**src/rtl/fifo_wr_arbiter.sv**
```systemverilog
// Round-robin write arbiter: N requesters share one fifo write port.
// A grant lasts until max_burst words have moved or the owner withdraws.
//
// state | meaning
// ARB   | no owner; pick the next valid requester after last_grant
// GRANT | grant_id owns the fifo write port until burst end or withdrawal
module fifo_wr_arbiter #(
    parameter int data_word_size = 8,
    parameter int num_requesters = 4,
    parameter int max_burst      = 4,
    localparam int ID_W = (num_requesters > 1) ? $clog2(num_requesters) : 1
) (
    input  logic                                     clk,
    input  logic                                     reset,
    input  logic                                     clk_en,
    input  logic [num_requesters-1:0]                req_valid,
    input  logic [num_requesters*data_word_size-1:0] req_data,
    output logic [num_requesters-1:0]                req_ready,
    input  logic                                     fifo_w_full,
    output logic                                     fifo_w_en,
    output logic [data_word_size-1:0]                fifo_w_data,
    output logic [ID_W-1:0]                          grant_id,
    output logic                                     grant_active
);

    typedef enum logic {
        ARB   = 1'b0,
        GRANT = 1'b1
    } state_t;

    localparam logic [7:0]      LAST_CNT = 8'(max_burst - 1);
    localparam logic [ID_W-1:0] LAST_ID  = ID_W'(num_requesters - 1);
    localparam logic [ID_W-1:0] ONE_ID   = ID_W'(1);

    state_t          state_q;
    logic [7:0]      burst_cnt_q;
    logic [ID_W-1:0] grant_id_q;
    logic [ID_W-1:0] last_grant_q;
    logic            grant_active_q;

    logic [ID_W-1:0] pick_idx;
    logic [ID_W-1:0] cand;
    logic            pick_found;
    logic            owner_valid;
    logic            transfer;

    // Search order starts one past the previous owner and wraps.
    always_comb begin
        pick_found = 1'b0;
        pick_idx   = '0;
        cand       = last_grant_q;
        for (int k = 0; k < num_requesters; k++) begin
            cand = (cand == LAST_ID) ? '0 : cand + ONE_ID;
            if (!pick_found && req_valid[cand]) begin
                pick_found = 1'b1;
                pick_idx   = cand;
            end
        end
    end

    assign owner_valid = req_valid[grant_id_q];
    assign transfer    = (state_q == GRANT) & clk_en & owner_valid & ~fifo_w_full & ~reset;

    always_comb begin
        req_ready = '0;
        if (transfer) begin
            req_ready[grant_id_q] = 1'b1;
        end
    end

    assign fifo_w_en    = transfer;
    assign fifo_w_data  = req_data[grant_id_q*data_word_size +: data_word_size];
    assign grant_id     = grant_id_q;
    assign grant_active = grant_active_q;

    always_ff @(posedge clk) begin
        if (reset) begin
            state_q        <= ARB;
            burst_cnt_q    <= '0;
            grant_id_q     <= '0;
            last_grant_q   <= LAST_ID;
            grant_active_q <= 1'b0;
        end else if (clk_en) begin
            case (state_q)
                ARB: begin
                    if (pick_found) begin
                        state_q        <= GRANT;
                        grant_id_q     <= pick_idx;
                        burst_cnt_q    <= '0;
                        grant_active_q <= 1'b1;
                    end
                end
                GRANT: begin
                    if (!owner_valid) begin
                        state_q        <= ARB;
                        last_grant_q   <= grant_id_q;
                        grant_active_q <= 1'b0;
                    end else if (!fifo_w_full) begin
                        burst_cnt_q <= burst_cnt_q + 8'd1;
                        if (burst_cnt_q == LAST_CNT) begin
                            state_q        <= ARB;
                            last_grant_q   <= grant_id_q;
                            grant_active_q <= 1'b0;
                        end
                    end
                end
                default: begin
                    state_q        <= ARB;
                    grant_active_q <= 1'b0;
                end
            endcase
        end
    end

endmodule

```
**config.mk**
```make
export PLATFORM = sky130hd
export DESIGN_NAME = fifo_wr_arbiter
export DESIGN_NICKNAME = d
export VERILOG_FILES = /design/src/rtl/fifo_wr_arbiter.sv
export SDC_FILE = /design/constraint.sdc
export NUM_CORES = 1
export LEC_CHECK = 0
export ABC_CLOCK_PERIOD_IN_PS = 2300
export CAP_MARGIN = 20
export CORE_MARGIN = 4
export CORE_UTILIZATION = 40
export DETAILED_ROUTE_END_ITERATION = 8
export PLACE_DENSITY = 0.89
export SYNTH_ARGS = -nofsm -noshare
export SYNTH_HDL_FRONTEND = slang
export SYNTH_SLANG_ARGS = --single-unit
```
**constraint.sdc**
```tcl
create_clock -name clk -period 2.3 [get_ports clk]
set_input_delay 0.46 -clock clk [delete_from_list [all_inputs] [get_ports clk]]
set_output_delay 0.46 -clock clk [all_outputs]
set_load 0.01 [all_outputs]
```
==> impl_metrics.yaml <==
outcome:
  outcome: "finished, final reports clean"
worst_setup_path:
  crit_arrival_ps: 1770
  critPathMaxStageDelay_ps: 340
  path_cells: "or2_1 > o32ai_2 > nand2_2 > buf_4 > nor3b_2 > buf_2"
  worst-path-max-fanout: 4
  cp_top_family: "simple AND/OR/NAND/NOR gates"
  cp-end-kind: "output pin"
  crit_type: "flop to output pin"
  required_ps: 1840
  path_buf_inv: 2
  cp-start-kind: "flop"
  crit_slowest_cell: "dfxtp_1"
flow_run:
  cap_violations: 0
cells_and_area:
  syn_to_final_growth_pct: 70.5
  layout.nets: 240
  num_antenna_cells: 0
  fillerInstances: 191
  finish.utilization: 0.735
  drive_gt1_frac: 0.315
sta:
  whs_ps: 469
  tightest_slew_ps: 337
  hold_viol_final: 0
  fin_skew_ps: 5.39
  finalSetupViolations: 0
  relSlewSlack: 0.775
  drv_slew: 0
  timing.final.ws_setup_ps: 72.7
  period_share: 0.968
  fin_tns_setup_ps: 0
  min_period_ps: 2230
  max_freq_mhz: 449
yosys:
  synth_top_area_cell: "dfxtp_1"
  synthCells: 119
  synth_area_um2: 1110
  synth_nets: 161
  post-synth-top-count-cell: "nand2_1"
  seq_area_frac_synth: 0.253
  ys_seq_elements: 14
  synth-edff-count: 0
  synthTopCellsByCount: "nand2_1, dfxtp_1, a21oi_1, mux4_2, nor2_1"
  synthFlopType: "dfxtp_1"
  synth_top_area_share: 0.253
  async_reset_ff_frac: 0
  netlist_top_cells_area: "dfxtp_1, mux4_2, a31oi_2"
  avgSynthCellArea_um2: 9.31
  synth_cell_types: 44
  yosysWarnings: 0
drt:
  wl_per_cell_um: 16.1
  drtIter0Drc: 29
  drcViolationCount: 0
  postRouteAntennaNets: 0
  routed_wl_mm: 3.65
  route.vias.total: 1274
  drt_first_pass_iters: 4
  vias_per_cell: 5.61
global_route:
  grt_pass1_vias: 1279
  grt_pass1_wl_mm: 5.51
  use_met2: 0.348
  grt_use_met3: 0.0511
  grtUsageTotal: 0.198
  grt_overflow: 0
  grt_max_degree: 18
  grt_use_met1: 0.237
  antenna_found_initial: 0
  top_usage_layer: "met2"
cts:
  clock-root-buffer: "clkbuf_4"
  cts_hold_buf: 0
  cts_buffer_depth: 2
  path_clk_slew_ps: 90
  cts.sinks: 14
  cts_tree: "yes"
  clock_latency_ps: 290
  numCtsBuffers: 3
  cts-htree-levels: 1
power_and_ir_drop:
  p_leak_nw: 0.752
  p_per_area_nw_per_um2: 377
  vdd_drop_max_mv: 0.385
placed_design:
  dp.final_hpwl_mm: 2.91
  io_buffers: 55
  gp_congestion: 0.851
  dp_worst_setup_slack_ps: -517
floorplan:
  num_io_pins: 56
  rows: 18
  die_h_um: 60.6
  initial_utilization: 0.431
  dieWidth_um: 60.6
  dieArea_um2: 3670
  core_um2: 2570
min_path:
  hold_path_class: "flop to flop"
## worst reg2reg max path, cell delays in order, from the launching register on
cell,delay [ps]
dfxtp_1,420
mux2i_2,300
o32ai_2,140
buf_4,180
or3_1,340
buf_4,180
a31oi_2,160
## final timing paths
kind | cells past startpoint | startpoint | endpoint | slack [ps]
min | 2 | grant_active | grant_active | 470
max reg2reg | 6 | grant_id[1] | burst_cnt_q[2] | 500
min reg2reg | 2 | grant_active | grant_active | 470
max | 6 | grant_id[0] | req_ready[2] | 70
## cell usage in the layout (no fill, tap or decap), types with 4 or more instances in the layout
| cell | Yosys | routed |
|---|---|---|
| a21oi_1 | 8 | 8 |
| a31oi_2 | 5 | 5 |
| buf_4 | 0 | 25 |
| clkdlybuf4s50_1 | 0 | 36 |
| dfxtp_1 | 14 | 14 |
| dlygate4sd2_1 | 0 | 8 |
| dlymetal6s2s_1 | 0 | 5 |
| mux4_2 | 8 | 8 |
| nand2_1 | 15 | 14 |
| nand2b_1 | 4 | 4 |
| nor2_1 | 6 | 6 |
| nor3_1 | 4 | 4 |
| o21ai_0 | 4 | 4 |
## sequential cells by signal, indices dropped and copies added (netlist names)
signal,count
state_q,1
last_grant_q,2
grant_id,2
burst_cnt_q,8
grant_active,1
## kinds of logic after synthesis
family,Yosys count,synth area share
AOI/OAI and AO/OA,34,0.247
adders and majority gates,2,0.0226
buffers and inverters,11,0.0531
DFF,14,0.253
muxes,11,0.193
and+or+nand+nor,47,0.231
## metal layers
layer | up-vias | share of wire
met2 | 51 | 0.47
met1 | 601 | 0.39
li1 | 617 | -
met4 | 0 | 0.0091
met5 | - | 0
met3 | 5 | 0.13
## report_power, final
part	internal, W	switching [W]	leakage, nW
registers	0.000251	0.00000718	0.114
clock network	0.0000965	0.0000900	0.0210
logic	0.000165	0.000103	0.617
## repair_timing
item,CTS,global route
pin swaps,3,3
buffers inserted,3,4
cloned,0,0
setup endpoints to repair,13,8
resized for setup,31,9
## stage by stage
stage	area, um^2	power [W]	std cells
final	1890	0.000713	227
after global routing	1890	0.000749	227
after CTS	1850	0.000712	223
after detailed placement	1790	0.000532	216
after global placement	1790	0.000524	216
after floorplan	1110	0.000380	119
## final cells by class
type	count	area [um^2]	share of cell area
Timing Repair Buffer	81	734	0.389
Tap cell	30	37.5	0.0199
Sequential cell	14	280	0.148
Inverter	4	15.0	0.00795
Multi-Input combinational cell	94	785	0.416
Clock buffer	4	36.3	0.0192
Note: power is estimated with default switching activity, not from simulation.
